[src/rtl/fifo_uart_tx.sv]
// Drains a byte FIFO and serialises each byte as an 8N1 UART frame on tx.
// One FIFO pop per frame, issued only while idle.
module fifo_uart_tx #(
  parameter int unsigned CLKS_PER_BIT = 16
) (
  input  logic       clk,
  input  logic       rst,
  input  logic       fifo_empty,
  input  logic [7:0] fifo_data,
  output logic       fifo_rd_en,
  output logic       tx,
  output logic       busy,
  output logic       tx_done
);

  localparam int unsigned CNT_W = (CLKS_PER_BIT > 1) ? $clog2(CLKS_PER_BIT) : 1;
  localparam logic [CNT_W-1:0] CNT_MAX = CNT_W'(CLKS_PER_BIT - 1);

  typedef enum logic [2:0] {
    S_IDLE,
    S_WAIT,
    S_START,
    S_DATA,
    S_STOP
  } state_e;

  state_e           state_q, state_d;
  logic [CNT_W-1:0] baud_q, baud_d;
  logic [2:0]       bit_idx_q, bit_idx_d;
  logic [7:0]       shreg_q, shreg_d;
  logic             tx_q, tx_d;
  logic             tx_done_q, tx_done_d;
  logic             bit_end;

  assign bit_end = (baud_q == CNT_MAX);

  always_ff @(posedge clk or posedge rst) begin
    if (rst) begin
      state_q   <= S_IDLE;
      baud_q    <= '0;
      bit_idx_q <= '0;
      shreg_q   <= '0;
      tx_q      <= 1'b1;
      tx_done_q <= 1'b0;
    end else begin
      state_q   <= state_d;
      baud_q    <= baud_d;
      bit_idx_q <= bit_idx_d;
      shreg_q   <= shreg_d;
      tx_q      <= tx_d;
      tx_done_q <= tx_done_d;
    end
  end

  // tx is registered: each state computes the line level for the next bit period
  always_comb begin
    state_d    = state_q;
    baud_d     = baud_q;
    bit_idx_d  = bit_idx_q;
    shreg_d    = shreg_q;
    tx_d       = tx_q;
    tx_done_d  = 1'b0;
    fifo_rd_en = 1'b0;
    case (state_q)
      S_IDLE: begin
        tx_d      = 1'b1;
        baud_d    = '0;
        bit_idx_d = '0;
        if (!fifo_empty) begin
          fifo_rd_en = 1'b1;
          state_d    = S_WAIT;
        end
      end
      S_WAIT: begin
        shreg_d = fifo_data;
        tx_d    = 1'b0;
        baud_d  = '0;
        state_d = S_START;
      end
      S_START: begin
        if (bit_end) begin
          tx_d      = shreg_q[0];
          shreg_d   = {1'b0, shreg_q[7:1]};
          baud_d    = '0;
          bit_idx_d = '0;
          state_d   = S_DATA;
        end else begin
          baud_d = baud_q + CNT_W'(1);
        end
      end
      S_DATA: begin
        if (bit_end) begin
          baud_d = '0;
          if (bit_idx_q == 3'd7) begin
            tx_d    = 1'b1;
            state_d = S_STOP;
          end else begin
            tx_d      = shreg_q[0];
            shreg_d   = {1'b0, shreg_q[7:1]};
            bit_idx_d = bit_idx_q + 3'd1;
          end
        end else begin
          baud_d = baud_q + CNT_W'(1);
        end
      end
      S_STOP: begin
        if (bit_end) begin
          tx_done_d = 1'b1;
          baud_d    = '0;
          state_d   = S_IDLE;
        end else begin
          baud_d = baud_q + CNT_W'(1);
        end
      end
      default: begin
        tx_d    = 1'b1;
        state_d = S_IDLE;
      end
    endcase
  end

  assign tx      = tx_q;
  assign busy    = (state_q != S_IDLE);
  assign tx_done = tx_done_q;

endmodule

[config.mk]
export PLATFORM = sky130hd
export DESIGN_NAME = fifo_uart_tx
export DESIGN_NICKNAME = d
export VERILOG_FILES = /design/src/rtl/fifo_uart_tx.sv
export SDC_FILE = /design/constraint.sdc
export NUM_CORES = 1
export LEC_CHECK = 0
export ABC_AREA = 1
export CORE_MARGIN = 8
export CORE_UTILIZATION = 55
export CTS_BUF_LIST = sky130_fd_sc_hd__clkbuf_4 sky130_fd_sc_hd__clkbuf_8
export DETAILED_ROUTE_END_ITERATION = 10
export PLACE_DENSITY = 0.8
export SLEW_MARGIN = 10
export SYNTH_ARGS = -nofsm -noshare
export SYNTH_HDL_FRONTEND = slang
export SYNTH_SLANG_ARGS = --single-unit
[constraint.sdc]
create_clock -name clk -period 4.2 [get_ports clk]
set_clock_uncertainty 0.15 [all_clocks]
set_input_delay 0.63 -clock clk [delete_from_list [all_inputs] [get_ports clk]]
set_output_delay 0.63 -clock clk [all_outputs]
set_load 0.005 [all_outputs]
# --- Word level (Yosys, flattened, before mapping) ---
# Index checks and enable logic that the tools add are counted.
# W data, S select, Z words.
op_classes:
  mux: 23
  addsub: 2
  eq_ne: 12
  n_reduce_logical: 11
  bitwise_logic: 1
ops:
  columns: ["op", "n"]
  rows:
  - ["$mux W8", 3]
  - ["$pmux W8 S3", 1]
  - ["$mux W3", 7]
  - ["$pmux W3 S5", 1]
  - ["$ne A2 B2 Y1 const B", 6]
  - ["$pmux W3 S3", 1]
  - ["$reduce_bool A3 Y1", 3]
  - ["$pmux W4 S2", 1]
  - ["$reduce_and A4 Y1", 2]
  - ["$mux W1", 7]
  - ["$eq A3 B2 Y1 const B", 2]
  - ["$eq A3 B3 Y1 const B", 2]
  - ["$reduce_and A5 Y1", 1]
  - ["$add A4 B1 Y4 const B", 1]
  - ["$eq A4 B4 Y1 const B", 1]
  - ["$mux W4", 1]
  - ["$pmux W1 S4", 1]
  - ["$add A3 B1 Y3 const B", 1]
  - ["$eq A3 B1 Y1 const B", 1]
  - ["$logic_not A3 Y1", 1]
  - ["$reduce_and A3 Y1", 1]
  - ["$reduce_or A3 Y1", 1]
  - ["$reduce_bool A2 Y1", 1]
  - ["$reduce_or A2 Y1", 1]
  - ["$not A1 Y1", 1]
totals:
  regBits: 20
  input_bits: 11

# --- Depth between registers and ports, before layout ---
depth:
  word_depth: 4
  mapped_depth: 10
  mapped_depth_nobuf: 9

# --- Worst setup path after synthesis ---
# OpenSTA, ideal clock, no wires.
synth_path:
  path_type: "register to output"
  start: "reg state_q[1]"
  end: "out fifo_rd_en"
  arrival_time_ns: 0.908
  required_ns: 3.420
  stages_incl_launch_ff: 4
  setup_slack_ns: 2.512
  n_path_buf: 0
  cell_sequence: "dfrtp_1 -> nor2_2 -> nand2_1 -> nor2_1"
synth_via:
  elab_chain_cells: 2
synth_rtl:
  columns: ["element", "line", "text"]
  rows:
  - ["start, declared", "27", "state_e state_q, state_d;"]
  - ["start signal, assigned", "46", "state_q <= state_d;"]
  - ["$logic_not A3 Y1", "64", "case (state_q)"]
  - ["$mux W1", "64", null]
  - ["end, declared", "10", "output logic fifo_rd_en,"]
# No other way between the ends.

# --- Final worst setup path ---
# Same ends and word-level chain as after synthesis.

==> summary.txt <==
Outcome
  – Outcome: finished clean

Clock tree
  – Clock Latency Late Sink: slightly above 0.3 ns
  – Num CTS Buffers: 3
  – CTS tree: yes
  – # resized after CTS: 0
  – Root buffer cell: clkbuf_4
  – Clock sinks: 20
  – Hold_buf cts: 0
  – Number of H-tree levels: 1
  – Buffer depth of the longest clock path: 2
  – CTS clock-pin slew for the worst setup and hold paths: 0.13 ns
  – Postcts setup bufs: 0

Yosys
  – Commonest register cell after synthesis: dfrtp_1
  – Synth cell types: 25
  – Syn avg cell area: 8.45 um^2
  – XOR/XNOR Fraction of Synth Area: 0%
  – Area leader, netlist: dfrtp_1
  – Largest family of logic cells by synthesized area: simple AND/OR/NAND/NOR gates
  – Synthesized flop and latch total: 20
  – Ys async rst share: between 90% and 100%
  – EDFF count, synth: 0
  – Post-synth top cells: 38 x nand2_1, 19 x dfrtp_1, 16 x inv_1
  – Synth top area share: about two fifths
  – Mux share of post-synthesis cell area: 0%
  – Yosys warning total: 0
  – Register area share after synthesis: about 43%
  – Post-synthesis cell count: roughly 140
  – Simple-Gate Fraction of Synth Area: between 20% and 30%
  – Syn_nets: ~150
  – Post-Synth Adder-Cell Area: between 3 and 4%
  – Synth Area in Compound Gates: about 15%
  – Count leader, synth: nand2_1
  – Top cells by area, synth: dfrtp_1 41%, nand2_1 12%, o21ai_0 6.1%
  – Post-Syn Area: ~1200 um^2

Floorplanning
  – Top Ports: 15
  – Die width: between 60 and 70 um
  – Die height: between 60 and 70 um
  – FP Rows: 16
  – Initial core utilization: roughly three fifths
  – Core Area: around 2000 um^2
  – Die Footprint: around 3800 um^2

Routing
  – Routed wire length: approximately 2.1 mm
  – DRT iter0 DRCs: 18
  – DRT Pass-1 Iters: 4
  – Vias/cell: a little over 5
  – Drt drc: 0
  – Wire length per cell: roughly 12 um
  – Total number of vias: roughly 900
  – Routed Antenna Nets: 0

STA
  – Final Max Tran Viols: 0
  – Endpoints failing setup: 0
  – Part of the cycle the worst path needs: 61.3%
  – Worst setup margin: around 1.6 ns
  – Worst-margin pin slew: approximately 0.76 ns
  – Max transition margin: roughly half
  – Setup TNS: 0 ns
  – Fin crit period: 2.57 ns
  – Max Fclk: between 300 and 400 MHz
  – Final hold violations: 0
  – RSZ-0062 raised after global routing: false

Worst setup path
  – Crit path capture type: output port
  – Critical path peak fanout: 7
  – Critical Setup Path Class: flop to output port
  – Req. time, crit path: roughly 3.4 ns
  – Critical path launch point type: flop
  – Arrival time worst endpoint: around 1.8 ns

Place
  – Gp weighted congestion: 0.759
  – Final HPWL DP: between 1.5 and 2 mm
  – Placed Area: between 1000 and 1500 um^2
  – Place WS: 1.76 ns
  – Port Buffers: 14

Min path
  – Worst Hold Class: flop to flop

Final layout
  – Share of cells above drive strength 1: roughly a fifth
  – Layout net count: between 150 and 200
  – Design Area, Final: roughly 1300 um^2
  – Ant diodes: 0
  – Area grow syn2layout: 16.4%

Power
  – LEAKAGE: around 0.65 nW
  – PwrDens: around 750 nW/um^2
  – Peak supply drop: between 0.0004 and 0.0005 V

GRT
  – Grt total ovfl: 0
  – Antenna violations before repair: 0
  – Vias in the first global route: 889
  – GRT Total Usage: around 14%
  – Pin count of the biggest net entering global routing: 21
  – First-pass GRT wire length: ~3.9 mm

Job
  – Max-cap violation count: 0
-- worst max-delay path: stages (launching register included) --
cell and delay (ns):
dfrtp_1 0.47, nor2_2 0.30, nand2_1 0.11, nor2_1 0.10
clkdlybuf4s50_1 0.51
-- path summary, 6_finish.rpt --
| kind | endpoint | startpoint | cells after the start | slack, ns |
|---|---|---|---|---|
| min in group asynchronous | baud_q[3] | rst | 2 | 0.59 |
| max in group asynchronous | shreg_q[4] | rst | 2 | 2.83 |
| min | bit_idx_q[1] | bit_idx_q[1] | 2 | 0.36 |
| min reg2reg | bit_idx_q[1] | bit_idx_q[1] | 2 | 0.36 |
| max | fifo_rd_en | state_q[1] | 4 | 1.63 |
| max reg2reg | shreg_q[2] | state_q[2] | 8 | 2.42 |
-- through the flow --
| step | util, % | hold WS [ns] | instances | power [mW] |
|---|---|---|---|---|
| 2_1_floorplan | - | 0.307 | 137 | 0.782 |
| 3_3_place_gp | 65.3 | 0.324 | 175 | 0.831 |
| 3_5_place_dp | 65.3 | 0.336 | 175 | 0.857 |
| 4_1_cts | 68.0 | 0.365 | 179 | 1.02 |
| 5_1_grt | 68.0 | 0.410 | 179 | 1.11 |
| 6_report | 68.0 | 0.359 | 179 | 1.01 |
-- report_power, final --
| part | total (mW) | internal (mW) | switching, mW |
|---|---|---|---|
| logic | 0.528 | 0.195 | 0.332 |
| clock network | 0.161 | 0.0965 | 0.0643 |
| registers | 0.324 | 0.270 | 0.0540 |
-- layer usage --
metal	share of wire, %	vias up	GRT usage (%)
met5	0	-	0
met4	1.3	0	5.84
met3	3.6	3	2.67
met2	53	15	23.5
met1	42	418	15.8
li1	-	466	-
-- placed cells by master, fill, tap and decap left out, types with 2 or more instances in the layout --
cell	synthesis	final
nand2_1	38	38
dfrtp_1	19	19
inv_1	16	16
o21ai_0	14	14
clkdlybuf4s50_1	0	14
nand3_1	9	9
o21ai_2	8	8
nor2_1	6	6
nand2_2	4	4
nor2_2	3	3
ha_1	3	3
clkbuf_4	0	3
inv_4	2	2
nand2_4	2	2
-- state kept, by name (all words and copies together) (netlist names) --
name,count
tx,1
baud_q,4
bit_idx_q,3
shreg_q,8
tx_done,1
state_q,3
-- cell families after synthesis --
family,after synthesis
buf+inv,22
simple gates,66
flops,20
compound gates,26
fa+ha+maj,3
-- layout make-up --
type                    count  area (um^2)
clock inverters             1         30.0
fillers                   163          634
inverters                  19         76.3
well taps                  27         33.8
multi-input cells          95          543
clock buffers               3         22.5
repair buffers             14          140
flip-flops and latches     20          502
Note: power is estimated with default switching activity, not from simulation.
